[src/rtl/traffic_light_sequencer_pkg.sv]
// -----------------------------------------------------------------------------
// traffic_pkg
//   Shared types and encodings for the two-way intersection sequencer.
//   - state_e   : six-state phase cycle, 3-bit encoding (two codes unused)
//   - LT_*      : one-hot light-head encodings {red,yellow,green}
//   - CNT_W     : width of the phase countdown (durations 1..15)
//   - helpers   : phase successor and per-head light lookup
// -----------------------------------------------------------------------------
package traffic_pkg;

   localparam int CNT_W = 4;

   localparam logic [2:0] LT_RED = 3'b100;
   localparam logic [2:0] LT_YEL = 3'b010;
   localparam logic [2:0] LT_GRN = 3'b001;

   typedef enum logic [2:0] {
      ST_NS_GREEN  = 3'd0,
      ST_NS_YELLOW = 3'd1,
      ST_ALLRED_NS = 3'd2,
      ST_EW_GREEN  = 3'd3,
      ST_EW_YELLOW = 3'd4,
      ST_ALLRED_EW = 3'd5
   } state_e;

   // Fixed ring; an all-red phase always sits between a yellow and the
   // opposite green, so the two heads can never both be non-red.
   function automatic state_e next_state(input state_e s);
      case (s)
         ST_NS_GREEN:  return ST_NS_YELLOW;
         ST_NS_YELLOW: return ST_ALLRED_NS;
         ST_ALLRED_NS: return ST_EW_GREEN;
         ST_EW_GREEN:  return ST_EW_YELLOW;
         ST_EW_YELLOW: return ST_ALLRED_EW;
         default:      return ST_NS_GREEN;
      endcase
   endfunction

   function automatic logic [2:0] light_ns_of(input state_e s);
      case (s)
         ST_NS_GREEN:  return LT_GRN;
         ST_NS_YELLOW: return LT_YEL;
         default:      return LT_RED;
      endcase
   endfunction

   function automatic logic [2:0] light_ew_of(input state_e s);
      case (s)
         ST_EW_GREEN:  return LT_GRN;
         ST_EW_YELLOW: return LT_YEL;
         default:      return LT_RED;
      endcase
   endfunction

   function automatic logic is_legal(input state_e s);
      return (s inside {ST_NS_GREEN, ST_NS_YELLOW, ST_ALLRED_NS,
                        ST_EW_GREEN, ST_EW_YELLOW, ST_ALLRED_EW});
   endfunction

endpackage

[src/rtl/traffic_light_sequencer_if.sv]
// -----------------------------------------------------------------------------
// traffic_light_sequencer_if
//   Board-facing bundle of the sequencer.
//   ped_req_ns/ew : debounced pedestrian buttons (level or pulse)
//   light_ns/ew   : one-hot {red,yellow,green} light heads
//   walk_ns/ew    : pedestrian WALK lamps
//   count         : ticks remaining in the current phase (1..15)
//   modport master : the sequencer (consumes buttons, drives lamps)
//   modport slave  : the board / display side
// -----------------------------------------------------------------------------
interface traffic_light_sequencer_if;
   import traffic_pkg::*;

   logic             ped_req_ns;
   logic             ped_req_ew;
   logic [2:0]       light_ns;
   logic [2:0]       light_ew;
   logic             walk_ns;
   logic             walk_ew;
   logic [CNT_W-1:0] count;

   modport master (
      input  ped_req_ns, ped_req_ew,
      output light_ns, light_ew, walk_ns, walk_ew, count
   );

   modport slave (
      output ped_req_ns, ped_req_ew,
      input  light_ns, light_ew, walk_ns, walk_ew, count
   );

endinterface

[src/rtl/traffic_light_sequencer_tick_prescaler.sv]
// -----------------------------------------------------------------------------
// tick_prescaler
//   Free-running divider producing a one-cycle tick every TICK_DIV clocks.
//   clk   in  : system clock
//   reset in  : synchronous, active-high; restarts the count at 0
//   tick  out : high for the single cycle in which the count is TICK_DIV-1
// -----------------------------------------------------------------------------
module tick_prescaler #(
   parameter int TICK_DIV = 100_000_000
) (
   input  logic clk,
   input  logic reset,
   output logic tick
);

   // Keep at least one bit so TICK_DIV==1 (tick every cycle) still elaborates.
   localparam int W = (TICK_DIV > 1) ? $clog2(TICK_DIV) : 1;
   localparam logic [W-1:0] LAST = W'(TICK_DIV - 1);

   logic [W-1:0] cnt_q;

   assign tick = (cnt_q == LAST);

   always_ff @(posedge clk) begin
      if (reset) begin
         cnt_q <= '0;
      end else if (tick) begin
         cnt_q <= '0;
      end else begin
         cnt_q <= cnt_q + 1'b1;
      end
   end

endmodule

[src/rtl/traffic_light_sequencer.sv]
// -----------------------------------------------------------------------------
// traffic_light_sequencer
//   Two-way (NS/EW) intersection controller. Cycles
//   NS_GREEN -> NS_YELLOW -> ALLRED_NS -> EW_GREEN -> EW_YELLOW -> ALLRED_EW,
//   each phase lasting its duration in 1 s ticks, and serves latched
//   pedestrian requests with a WALK lamp at the start of the matching green.
//   clk    in  : system clock
//   reset  in  : synchronous, active-high
//   tl     if  : master modport (buttons in; light heads, walk lamps,
//                phase countdown out). All outputs are registered.
// -----------------------------------------------------------------------------
module traffic_light_sequencer
   import traffic_pkg::*;
#(
   parameter int TICK_DIV    = 100_000_000,
   parameter int GREEN_TIME  = 12,
   parameter int YELLOW_TIME = 3,
   parameter int ALLRED_TIME = 1,
   parameter int WALK_TIME   = 9
) (
   input  logic                      clk,
   input  logic                      reset,
   traffic_light_sequencer_if.master tl
);

   localparam logic [CNT_W-1:0] GRN_C    = CNT_W'(GREEN_TIME);
   localparam logic [CNT_W-1:0] YEL_C    = CNT_W'(YELLOW_TIME);
   localparam logic [CNT_W-1:0] ARD_C    = CNT_W'(ALLRED_TIME);
   localparam logic [CNT_W-1:0] ONE_C    = CNT_W'(1);
   // Walk lamp is lit while count stays above this value.
   localparam logic [CNT_W-1:0] WALK_THR = CNT_W'(GREEN_TIME - WALK_TIME);

   logic             tick;
   state_e           state_q;
   state_e           nxt;
   logic [CNT_W-1:0] count_q;
   logic [CNT_W-1:0] cnt_dec;
   logic [2:0]       light_ns_q;
   logic [2:0]       light_ew_q;
   logic             walk_ns_q;
   logic             walk_ew_q;
   logic             req_ns_q;
   logic             req_ew_q;

   function automatic logic [CNT_W-1:0] dur(input state_e s);
      case (s)
         ST_NS_GREEN, ST_EW_GREEN:   return GRN_C;
         ST_NS_YELLOW, ST_EW_YELLOW: return YEL_C;
         default:                    return ARD_C;
      endcase
   endfunction

   tick_prescaler #(
      .TICK_DIV (TICK_DIV)
   ) u_presc (
      .clk   (clk),
      .reset (reset),
      .tick  (tick)
   );

   assign nxt     = next_state(state_q);
   assign cnt_dec = count_q - ONE_C;

   // Single registered FSM: phase, countdown, lamps and request latches all
   // update on the same edge so the outputs are always mutually consistent.
   always_ff @(posedge clk) begin
      if (reset) begin
         state_q    <= ST_ALLRED_EW;
         count_q    <= ARD_C;
         light_ns_q <= LT_RED;
         light_ew_q <= LT_RED;
         walk_ns_q  <= 1'b0;
         walk_ew_q  <= 1'b0;
         req_ns_q   <= 1'b0;
         req_ew_q   <= 1'b0;
      end else begin
         // Latch requests every cycle; the green-entry branch below clears
         // them, and that later assignment wins on the entry edge.
         if (tl.ped_req_ns) req_ns_q <= 1'b1;
         if (tl.ped_req_ew) req_ew_q <= 1'b1;

         if (!is_legal(state_q)) begin
            state_q    <= ST_ALLRED_EW;
            count_q    <= ARD_C;
            light_ns_q <= LT_RED;
            light_ew_q <= LT_RED;
            walk_ns_q  <= 1'b0;
            walk_ew_q  <= 1'b0;
         end else if (tick) begin
            if (count_q != ONE_C) begin
               count_q <= cnt_dec;
               // Only the active green's lamp can be lit, so clearing both
               // is safe; outside green both are already low.
               if (cnt_dec <= WALK_THR) begin
                  walk_ns_q <= 1'b0;
                  walk_ew_q <= 1'b0;
               end
            end else begin
               state_q    <= nxt;
               count_q    <= dur(nxt);
               light_ns_q <= light_ns_of(nxt);
               light_ew_q <= light_ew_of(nxt);
               // Include the live button so a press on the entry cycle is served.
               walk_ns_q  <= (nxt == ST_NS_GREEN) && (req_ns_q || tl.ped_req_ns);
               walk_ew_q  <= (nxt == ST_EW_GREEN) && (req_ew_q || tl.ped_req_ew);
               if (nxt == ST_NS_GREEN) req_ns_q <= 1'b0;
               if (nxt == ST_EW_GREEN) req_ew_q <= 1'b0;
            end
         end
      end
   end

   assign tl.light_ns = light_ns_q;
   assign tl.light_ew = light_ew_q;
   assign tl.walk_ns  = walk_ns_q;
   assign tl.walk_ew  = walk_ew_q;
   assign tl.count    = count_q;

endmodule

[src/flat_wrapper.sv]
// flat-port wrapper written by rule: the top's interface ports become plain ports
module traffic_light_sequencer_flat import traffic_pkg::*;
#(
   parameter int TICK_DIV    = 100_000_000,
   parameter int GREEN_TIME  = 12,
   parameter int YELLOW_TIME = 3,
   parameter int ALLRED_TIME = 1,
   parameter int WALK_TIME   = 9
)
  (clk, reset, tl_ped_req_ns, tl_ped_req_ew, tl_light_ns, tl_light_ew, tl_walk_ns, tl_walk_ew, tl_count);
  traffic_light_sequencer_if tl_i ();
  input  logic clk;
  input  logic reset;
  input wire logic [$bits(tl_i.ped_req_ns)-1:0] tl_ped_req_ns;
  input wire logic [$bits(tl_i.ped_req_ew)-1:0] tl_ped_req_ew;
  output wire logic [$bits(tl_i.light_ns)-1:0] tl_light_ns;
  output wire logic [$bits(tl_i.light_ew)-1:0] tl_light_ew;
  output wire logic [$bits(tl_i.walk_ns)-1:0] tl_walk_ns;
  output wire logic [$bits(tl_i.walk_ew)-1:0] tl_walk_ew;
  output wire logic [$bits(tl_i.count)-1:0] tl_count;
  assign tl_i.ped_req_ns = tl_ped_req_ns;
  assign tl_i.ped_req_ew = tl_ped_req_ew;
  assign tl_light_ns = tl_i.light_ns;
  assign tl_light_ew = tl_i.light_ew;
  assign tl_walk_ns = tl_i.walk_ns;
  assign tl_walk_ew = tl_i.walk_ew;
  assign tl_count = tl_i.count;
  traffic_light_sequencer #(.TICK_DIV(TICK_DIV), .GREEN_TIME(GREEN_TIME), .YELLOW_TIME(YELLOW_TIME), .ALLRED_TIME(ALLRED_TIME), .WALK_TIME(WALK_TIME)) u_core (.clk(clk), .reset(reset), .tl(tl_i));
endmodule
[config.mk]
export PLATFORM = sky130hd
export DESIGN_NAME = traffic_light_sequencer_flat
export DESIGN_NICKNAME = d
export VERILOG_FILES = /design/src/rtl/traffic_light_sequencer_pkg.sv /design/src/rtl/traffic_light_sequencer_if.sv /design/src/rtl/traffic_light_sequencer_tick_prescaler.sv /design/src/rtl/traffic_light_sequencer.sv /design/src/flat_wrapper.sv
export SDC_FILE = /design/constraint.sdc
export NUM_CORES = 1
export LEC_CHECK = 0
export CAP_MARGIN = 10
export CORE_ASPECT_RATIO = 1.75
export CORE_MARGIN = 8
export CORE_UTILIZATION = 55
export DETAILED_ROUTE_END_ITERATION = 7
export PLACE_DENSITY = 0.75
export SETUP_SLACK_MARGIN = 0.2
export SLEW_MARGIN = 10
export SYNTH_ARGS = -nofsm -noshare
export SYNTH_HDL_FRONTEND = slang
export SYNTH_SLANG_ARGS = --single-unit
[constraint.sdc]
create_clock -name clk -period 4.2 [get_ports clk]
set_clock_uncertainty 0.15 [all_clocks]
set_input_delay 0.63 -clock clk [delete_from_list [all_inputs] [get_ports clk]]
set_output_delay 0.63 -clock clk [all_outputs]
set_load 0.03 [all_outputs]
**Word-level counts from Yosys, hierarchy flattened**

Index checks and enable logic that the tools add are counted.

- Flip-flop bits (word level): 44
- Output and inout port bits: 12
- Bits of input ports: 4
- Word-level logic and storage cells: 56

- Mux-type cells: 18
- Add/subtract/negate cells: 2
- $lt $le $gt $ge: 1
- Equal/unequal tests: 11
- Bitwise gates (word level): 2
- Reduce and logical (&&, ||, !) cells: 13

Operator list:

| kind | count |
|---|---|
| 27-bit by 1-bit adder with 27-bit output (second input constant) | 1 |
| 27-bit == test (second input constant) | 1 |
| 3-bit one-hot mux with 5 select lines | 1 |
| 1-bit 2-to-1 mux | 13 |
| 3-bit one-hot mux with 2 select lines | 2 |
| 3-bit by 2-bit == test with 1-bit output (second input constant) | 3 |
| 3-bit == test (second input constant) | 3 |
| 4-bit one-hot mux with 2 select lines | 1 |
| 2-bit OR reduction | 4 |
| 3-bit by 1-bit == test with 1-bit output (second input constant) | 2 |
| 3-bit logical NOT | 2 |
| 6-bit nonzero test | 1 |
| 4-bit by 2-bit <= comparator with 1-bit output (second input constant) | 1 |
| 4-bit 2-to-1 mux | 1 |
| 4-bit by 1-bit inequality test with 1-bit output (second input constant) | 1 |
| 2-bit AND reduction | 2 |
| 4-bit by 1-bit subtractor with 4-bit output (second input constant) | 1 |
| 1-bit logical AND | 2 |
| 1-bit logical OR | 2 |
| 2-bit inequality test (second input constant) | 1 |
| 1-bit NOT | 2 |

**Longest topological paths before layout**

Gate-level depths: netlist of the first run.

- Word-level depth: 7
- Gate-level depth with buffers: 7
- Mapped depth without buffers: 6

**Cells and area by module**

From an unflattened synthesis of the first run, not the netlist that was laid out.

- Cell total of the unflattened synthesis: 237
- Area total of the unflattened synthesis: 2125.8 µm²

Modules (own cells, without submodules):

| module | area each (µm²) | sequential area each (µm²) | times used | cells an instance |
|---|---|---|---|---|
| tick_prescaler | 1311.3 | 540.5 | 1 | 149 |
| traffic_light_sequencer | 814.5 | 340.3 | 1 | 88 |

**Worst setup path before layout of the first run**

Ideal clock, no wire load.

- Path type: reg2reg
- Start: register u_core.count_q[0] (netlist: u_core.tl.count[0])
- End: register u_core.state_q[1]
- Cell stages (with the launch flop): 5
- Arrival: 2.002 ns
- Setup time: 0.121 ns
- Slack: 1.927 ns
- Clock period less this slack: 2.273 ns
- Path buffers: 0
- Data required time: 3.929 ns
- Cell sequence: dfxtp_1 > ha_1 > nor3b_1 > nand4_2 > mux2_4

- Longest elaborated chain between the ends: 3

Ends and longest elaborated chain:

| item | RTL line | text |
|---|---|---|
| start, declared | traffic_light_sequencer.sv:36 | `logic [CNT_W-1:0] count_q;` |
| start signal, assigned | traffic_light_sequencer.sv:91 | `count_q <= cnt_dec;` |
| start signal, assigned | traffic_light_sequencer.sv:100 | `count_q <= dur(nxt);` |
| 4-bit by 1-bit inequality test with 1-bit output | traffic_light_sequencer.sv:90 | `if (count_q != ONE_C) begin` |
| 1-bit NOT (no line) | n/a |  |
| 2-bit AND reduction (no line) | n/a |  |
| end signal, assigned | traffic_light_sequencer.sv:99 | `state_q <= nxt;` |
| end, declared | traffic_light_sequencer.sv:34 | `state_e state_q;` |

Every way passes these cells.
A chain may end at the register's enable or synchronous reset.

**Final worst setup path of the first run**

- Start: register u_core.count_q[0] (netlist: u_core.tl.count[0])
- End: register u_core.light_ns_q[0] (netlist: u_core.tl.light_ns[0])

- Longest elaborated chain between the ends: 3

Ends and longest elaborated chain:

| item | RTL line | text |
|---|---|---|
| 4-bit by 1-bit inequality test with 1-bit output | traffic_light_sequencer.sv:90 |  |
| 1-bit NOT (no line) | n/a |  |
| 2-bit AND reduction (no line) | n/a |  |
| end signal, assigned | traffic_light_sequencer.sv:101 | `light_ns_q <= light_ns_of(nxt);` |
| end, declared | traffic_light_sequencer.sv:38 | `logic [2:0] light_ns_q;` |

Every way passes these cells.

==> flow_summary.rst, run 1 <==
.. list-table::
   :header-rows: 1

   * - Metric
     - Value
   * - Routed vias/inst
     - between 5 and 6
   * - First-pass GRT wire length
     - ~8.1 mm
   * - Antenna Cells
     - 0
   * - GPL Wtd Cong
     - 0.840
   * - First-pass detailed-route iteration total
     - 4
   * - Number of warnings printed during yosys synthesis
     - 0
   * - Sequential share of power
     - 59.0%
   * - Switching power summed over all nets
     - 0.156 mW
   * - Final HPWL DP
     - 3.43 mm
   * - Remaining number of nets flagged by the antenna check after routing
     - 0
   * - Post-synth net total
     - 257
   * - Run status
     - finished clean
   * - Leftover overflow at the end of global routing
     - 0
   * - Top-level port count
     - 16
   * - Combined flip-flop and latch cell area
     - 881 um^2
   * - Gate Count Post-Synth
     - 250
   * - Share of total power in combinational logic
     - under 10%
   * - Initial detailed-routing violation count
     - 114
   * - Max-slew violation count
     - 0
   * - Class of the most critical hold timing path
     - flop to flop
   * - Final Hold Viols
     - 0
   * - Ys async rst share
     - 0%
   * - Number of synthesized flops with an enable pin
     - 0
   * - Area occupied by multi-input gates
     - 0.00126 mm^2
   * - Ratio of cells with drive above 1 in the final layout
     - 7.63%
   * - DIE HEIGHT
     - 100 um
   * - Portion of the post-synthesis area used by sequential elements
     - 39.5%
   * - Clock Power Share
     - 38.0%
   * - Hold-fix buffers, CTS
     - 0
   * - Total number of vias
     - 1846
   * - Leakage power total
     - 0.909 nW
   * - Ratio of final minimum period to clock period
     - 56.7%
   * - Total CTS buffers
     - 5
   * - Library cells used by synthesis
     - 48
   * - Effective utilization at floorplan
     - about 58%
   * - Worst setup slack after placement
     - approximately 1.4 ns
   * - Int Pwr
     - roughly 0.56 mW
   * - Slew at the pin with the worst max-slew slack
     - 1.01 ns
   * - Core region area
     - ~0.0039 mm^2
   * - Crit path DAT
     - 2.43 ns
   * - CTS resizes
     - 0
   * - Die Area
     - 0.00642 mm^2
   * - Total of endpoints with negative setup slack in the final report
     - 0
   * - Unrepaired setup endpoints after global routing
     - false
   * - WL per Instance
     - 14.9 um
   * - Synthesized area per cell
     - 8.91 um^2
   * - Standard-cell row count
     - 30
   * - Worst rel slew slack
     - 32.8%
   * - Max H-tree Level
     - 2
   * - Category of the most critical setup path
     - flop to flop
   * - Max_cap viols
     - 0
   * - Wire length reported by the detailed router
     - 4.61 mm
   * - Maximum number of pins on one net before global-route repair
     - 27
   * - Post-CTS clock slew at the launch and capture registers of the worst setup and hold paths
     - 0.08 ns
   * - Post-CTS setup-driven buffer insertion count
     - 0
   * - Min Clock Period, post-route
     - 2.38 ns
   * - Post-synthesis register bit count
     - 44
   * - Data required, critical path
     - ~4.3 ns
   * - Setup TNS after final layout
     - 0 ns
   * - Via count of the first global-routing pass
     - 1869
   * - Buffers added on ports
     - 15
   * - Worst-path fanout max
     - 7
   * - Power density normalized to cell area
     - 290 mW/mm^2
   * - Horizontal die dimension
     - 64.1 um
   * - Critical path endpoint category
     - flop
   * - Number of fill cells
     - 356
   * - Buffer type at the clock tree root
     - sky130_fd_sc_hd__clkbuf_8
   * - Overall Global Routing Usage
     - 15.3%
   * - Startpoint type of the worst setup path
     - flop
   * - Longest Clk Path Bufs
     - 2
   * - Dominant register cell in the synthesized netlist
     - sky130_fd_sc_hd__dfxtp_1
   * - Number of nets in the final layout
     - ~270
   * - Switching Fraction
     - 21.8%
   * - DRC Markers
     - 0
   * - Clock sink total
     - 44
   * - Netlist area before placement
     - roughly 0.0022 mm^2
   * - Area grow syn2layout
     - 10.9%
   * - Clock insertion delay at the later pin of the skew report
     - 0.30 ns
   * - Worst IR drop on VDD
     - 0.299 mV
   * - Final worst slack
     - 1.82 ns
   * - CTS tree
     - built
   * - Max frequency
     - roughly 420 MHz
   * - Number of antenna violations at the first check in global routing
     - 0
==> power groups by stage <==
stage | sequential, mW | combinational (mW) | clock, mW
2_1_floorplan | 0.432 | 0.0172 | 0
3_3_place_gp | 0.433 | 0.0211 | 0
3_5_place_dp | 0.433 | 0.0216 | 0
4_1_cts | 0.423 | 0.0216 | 0.281
5_1_grt | 0.424 | 0.0238 | 0.296
6_report | 0.423 | 0.0211 | 0.273
==> layout by cell type, fill, tap and decap left out, types with 4 or more instances in the layout <==
cell,n
sky130_fd_sc_hd__dfxtp_1,44
sky130_fd_sc_hd__nor2_1,23
sky130_fd_sc_hd__nand2_1,21
sky130_fd_sc_hd__clkdlybuf4s50_1,15
sky130_fd_sc_hd__a21oi_1,13
sky130_fd_sc_hd__nand4_1,12
sky130_fd_sc_hd__mux2i_1,9
sky130_fd_sc_hd__or4_1,8
sky130_fd_sc_hd__xor2_1,8
sky130_fd_sc_hd__inv_1,7
sky130_fd_sc_hd__nor3_1,7
sky130_fd_sc_hd__nand3_1,7
sky130_fd_sc_hd__o31ai_1,7
sky130_fd_sc_hd__o21ai_0,7
sky130_fd_sc_hd__xnor2_1,7
sky130_fd_sc_hd__and4_1,6
sky130_fd_sc_hd__clkbuf_8,6
sky130_fd_sc_hd__and3_1,4
sky130_fd_sc_hd__or3_1,4
==> registers in the layout (all words and copies together), names as in the netlist <==
| register | flops |
|---|---|
| u_core.state_q | 3 |
| u_core.req_ns_q | 1 |
| u_core.tl.light_ns | 3 |
| u_core.tl.walk_ns | 1 |
| u_core.req_ew_q | 1 |
| u_core.u_presc.cnt_q | 27 |
| u_core.tl.walk_ew | 1 |
| u_core.tl.count | 4 |
| u_core.tl.light_ew | 3 |
==> worst max-delay path, cell delays in order (launching register included) <==
cell,delay [ns]
sky130_fd_sc_hd__dfxtp_1,0.44
sky130_fd_sc_hd__ha_1,0.24
sky130_fd_sc_hd__nor3b_1,0.83
sky130_fd_sc_hd__nand3_4,0.29
sky130_fd_sc_hd__a31o_2,0.33
==> per-stage QoR <==
stage / hold slack [ns] / instances / utilization (%) / power (mW) / area, um^2
finish: 0.293 / 310 / 63.9 / 0.717 / 2470
global route: 0.336 / 310 / 63.9 / 0.743 / 2470
CTS: 0.296 / 310 / 63.8 / 0.725 / 2470
detailed placement: 0.282 / 302 / 61.4 / 0.454 / 2370
global placement: 0.279 / 302 / 61.4 / 0.454 / 2370
floorplan: 0.262 / 250 / - / 0.449 / 2230
==> Yosys cell counts (6+ instances only) <==
cell type	n	area, um^2
sky130_fd_sc_hd__o31ai_1	7	52.6
sky130_fd_sc_hd__nor2_1	23	86.3
sky130_fd_sc_hd__nand3_1	7	35.0
sky130_fd_sc_hd__nand2_1	21	78.8
sky130_fd_sc_hd__xnor2_1	7	61.3
sky130_fd_sc_hd__dfxtp_1	44	881
sky130_fd_sc_hd__inv_1	7	26.3
sky130_fd_sc_hd__mux2i_1	9	90.1
sky130_fd_sc_hd__and4_1	6	52.6
sky130_fd_sc_hd__nor3_1	7	35.0
sky130_fd_sc_hd__o21ai_0	7	35.0
sky130_fd_sc_hd__nand4_1	12	75.1
sky130_fd_sc_hd__clkbuf_1	8	30.0
sky130_fd_sc_hd__or4_1	8	60.1
sky130_fd_sc_hd__xor2_1	8	70.1
sky130_fd_sc_hd__a21oi_1	14	70.1
==> metal layers <==
layer	track usage, %	vias up	wire [um]
met1	13.8	880	1840
met2	29.4	17	2550
met4	7.94	0	76
met5	0	-	0
met3	4.35	7	146
li1	-	942	-
==> cell type report <==
class,count,area share (%)
multi-input cells,188,51.0
well taps,48,2.43
inverters,7,1.06
flip-flops and latches,44,35.6
repair buffers,15,6.08
clock inverters,2,0.405
clock buffers,6,3.34
==> path summary, 6_finish.rpt <==
check        slack (ns)  depth (start not counted)               startpoint                 endpoint
max                1.82                          4       u_core.tl.count[0]    u_core.tl.light_ns[0]
min                0.29                          1  u_core.u_presc.cnt_q[0]  u_core.u_presc.cnt_q[0]
max reg2reg        1.82                          4       u_core.tl.count[0]    u_core.tl.light_ns[0]
min reg2reg        0.29                          1  u_core.u_presc.cnt_q[0]  u_core.u_presc.cnt_q[0]
==> logic make-up (layout without fill, tap and decap cells) <==
group	after synthesis	in the layout	share of synthesized area, %
DFF	44	44	39.5
AOI/OAI and AO/OA	47	47	14.0
muxes	11	11	5.22
and+or+nand+nor	112	112	29.6
xor gates and xnor gates	15	15	5.90
buffers and inverters	18	30	4.04
adders and majority gates	3	3	1.68
Note: power is estimated with default switching activity, not from simulation.
==> inputs of run 2 (changes only) <==
clock period = 2.2 ns   (was 4.2 ns; I/O delays follow)
==> flow_summary.rst, run 2 (same netlist as run 1, synthesis figures left out) <==
.. list-table::
   :header-rows: 1

   * - Metric
     - Value
   * - Number of nets in the final layout
     - 285 (+6.3%)
   * - Via count of the first global-routing pass
     - 1944 (+4.0%)
   * - Class of the most critical hold timing path
     - flop to flop
   * - Worst setup slack after placement
     - 0.182 ns (-1.18 ns)
   * - Total of endpoints with negative setup slack in the final report
     - 0 (unchanged)
   * - Max_cap viols
     - 0 (unchanged)
   * - DIE HEIGHT
     - 100 um (unchanged)
   * - Busiest layer in global routing
     - met2
   * - Unrepaired setup endpoints after global routing
     - true
   * - Number of fill cells
     - 319 (-10%)
   * - Routed vias/inst
     - 6.00 (+0.76%)
   * - Die Area
     - 0.00642 mm^2 (unchanged)
   * - Total Power
     - 1.48 mW (+110%)
   * - Ratio of cells with drive above 1 in the final layout
     - 16.8% (+9.2 points)
   * - Critical path endpoint category
     - flop
   * - Worst IR drop on VDD
     - 0.665 mV (+120%)
   * - Buffers added on ports
     - 15 (unchanged)
   * - Most used cells in the layout excluding fill and tap cells
     - sky130_fd_sc_hd__dfxtp_1 (38), sky130_fd_sc_hd__nor2_1 (23), sky130_fd_sc_hd__nand2_1 (21)
   * - Origin of the worst min-delay path
     - u_core.u_presc.cnt_q[0]
   * - Category of the most critical setup path
     - flop to flop
   * - Run status
     - finished clean
   * - Start of the worst register-to-register path
     - u_core.u_presc.cnt_q[9]
   * - Slew at the pin with the worst max-slew slack
     - 0.385 ns (-0.620 ns)
   * - First-pass GRT wire length
     - 8.55 mm (+5.1%)
   * - Overall Global Routing Usage
     - 16.4% (+1.1 points)
   * - GR Layer Usage met1
     - 15.3% (+1.5 points)
   * - Switching power summed over all nets
     - 0.309 mW (+98%)
   * - WL per Instance
     - 15.7 um (+5.9%)
   * - Startpoint type of the worst setup path
     - flop
   * - Final HPWL DP
     - 3.64 mm (+6.4%)
   * - Number of antenna violations at the first check in global routing
     - 0 (unchanged)
   * - First-pass detailed-route iteration total
     - 4 (unchanged)
   * - Max frequency
     - 498 MHz (+19%)
   * - Core region area
     - 0.00387 mm^2 (unchanged)
   * - Buffer type at the clock tree root
     - sky130_fd_sc_hd__clkbuf_8
   * - Reg with most FFs
     - u_core.u_presc.cnt_q
   * - Total CTS buffers
     - 5 (unchanged)
   * - Crit path DAT
     - 2.04 ns (-0.39 ns)
   * - Number of flip-flops in the largest register
     - 27 (unchanged)
   * - Area occupied by multi-input gates
     - 0.00131 mm^2 (+3.7%)
   * - Leakage power total
     - 0.980 nW (+7.7%)
   * - Clock Power Share
     - 41.6% (+3.6 points)
   * - Max-slew violation count
     - 0 (unchanged)
   * - Setup TNS after final layout
     - 0 ns (unchanged)
   * - Worst-path fanout max
     - 26 (+19)
   * - Met2 Use GR
     - 30.3% (+0.85 points)
   * - Clock sink total
     - 44 (unchanged)
   * - Leading cell type in the layout, fill and taps excluded
     - sky130_fd_sc_hd__dfxtp_1
   * - Horizontal die dimension
     - 64.1 um (unchanged)
   * - Clock insertion delay at the later pin of the skew report
     - 0.30 ns (about the same)
   * - Switching Fraction
     - 20.9% (-0.87 points)
   * - Worst rel slew slack
     - 74.2% (+41 points)
   * - Min Clock Period, post-route
     - 2.01 ns (-0.374 ns)
   * - Cell area reported after detailed placement
     - 0.00250 mm^2 (+5.2%)
   * - Top-level port count
     - 16 (unchanged)
   * - DRC Markers
     - 0 (unchanged)
   * - Power density normalized to cell area
     - 550 mW/mm^2 (+90%)
   * - Data required, critical path
     - 2.23 ns (-2.02 ns)
   * - Initial detailed-routing violation count
     - 65 (-43%)
   * - Combined flip-flop and latch cell area
     - 888 um^2 (+0.85%)
   * - Final Hold Viols
     - 0 (unchanged)
   * - Wire length reported by the detailed router
     - 5.14 mm (+12%)
   * - Leftover overflow at the end of global routing
     - 0 (unchanged)
   * - Area grow syn2layout
     - 20.4%
   * - Final worst slack
     - 0.191 ns (-1.63 ns)
   * - Int Pwr
     - 1.17 mW (+110%)
   * - Total number of vias
     - 1962 (+6.3%)
   * - Max H-tree Level
     - 2 (unchanged)
   * - Met3 Usage GRT
     - 4.02% (-0.33 points)
   * - Worst reg2reg path endpoint
     - u_core.u_presc.cnt_q[25]
   * - Start point of the critical path
     - u_core.u_presc.cnt_q[9]
   * - CTS tree
     - built
   * - Effective utilization at floorplan
     - 57.6% (unchanged)
   * - Final instance area
     - 0.00268 mm^2 (+8.6%)
   * - Standard-cell row count
     - 30 (unchanged)
   * - Longest Clk Path Bufs
     - 2 (unchanged)
   * - Sequential share of power
     - 54.9% (-4.1 points)
   * - Destination of the critical timing path
     - u_core.u_presc.cnt_q[25]
   * - Remaining number of nets flagged by the antenna check after routing
     - 0 (unchanged)
   * - Cell count of the worst reg-to-reg path
     - 5 (+1)
   * - Hold Worst Slack
     - 0.288 ns (-0.00469 ns)
   * - GPL Wtd Cong
     - 0.874 (+4.0%)
   * - Share of total power in combinational logic
     - 3.6% (+0.7 points)
   * - Ratio of final minimum period to clock period
     - 91.3% (+35 points)
   * - Setup slack, reg-to-reg
     - 0.19 ns (-1.63 ns)
   * - Maximum number of pins on one net before global-route repair
     - 27 (unchanged)
   * - Antenna Cells
     - 0 (unchanged)
   * - Post-CTS clock slew at the launch and capture registers of the worst setup and hold paths
     - 0.08 ns (about the same)
==> run 2: worst min path at each step <==
stage / end / cells after the start
after global routing: u_core.u_presc.cnt_q[0] / 1
after CTS: u_core.u_presc.cnt_q[0] / 1
after global placement: u_core.u_presc.cnt_q[0] / 1
after detailed placement: u_core.u_presc.cnt_q[0] / 1
after floorplan: u_core.u_presc.cnt_q[0] / 1
final: u_core.u_presc.cnt_q[0] / 1
==> run 2: power by group through the flow <==
stage	Combinational (mW)	Clock [mW]	Sequential, mW
after global placement	0.0503	0	0.826
after CTS	0.0512	0.626	0.807
after detailed placement	0.0507	0	0.826
after floorplan	0.0329	0	0.825
after global routing	0.0579	0.673	0.811
final	0.0526	0.613	0.810
==> run 2: area by class of cell <==
cell class                      instances  area share, %
Timing Repair Buffer                   32           10.9
Sequential cell                        44           33.1
Tap cell                               48           2.24
Clock buffer                            6           2.71
Inverter                                7          0.979
Clock inverter                          2           1.31
Multi-Input combinational cell        188           48.7
==> run 2: repair_timing <==
action,in CTS,in global routing
gates resized for setup,3,14
endpoints found under the setup margin,22,36
pin swaps,1,5
hold buffers,0,0
buffers inserted,0,3
==> run 2: metrics by stage <==
step,instances,utilization [%]
2_1_floorplan,250,-
3_3_place_gp,316,64.6
3_5_place_dp,316,64.6
4_1_cts,324,67.4
5_1_grt,327,69.4
6_report,327,69.4
==> run 2: layer usage <==
| metal | share of wire [%] | up-vias | wire length (um) |
|---|---|---|---|
| met4 | 3.5 | 0 | 178 |
| li1 | - | 981 | - |
| met5 | 0 | - | 0 |
| met2 | 55 | 27 | 2800 |
| met3 | 3.1 | 15 | 160 |
| met1 | 39 | 939 | 2000 |
==> run 2: worst max-delay path, stage by stage, from the launching register on <==
cell and delay, ns:
sky130_fd_sc_hd__dfxtp_2 0.33, sky130_fd_sc_hd__or4b_4 0.53, sky130_fd_sc_hd__or4_4 0.47, sky130_fd_sc_hd__o21bai_4 0.18
sky130_fd_sc_hd__buf_12 0.18, sky130_fd_sc_hd__a21oi_1 0.06
==> inputs of run 3 (changes only) <==
ABC_CLOCK_PERIOD_IN_PS = 2200   (was not set)
HOLD_SLACK_MARGIN = 0.02   (was not set)
==> results of run 3 <==
Same layout as run 2: the final DEF is identical, and so are final timing and power.
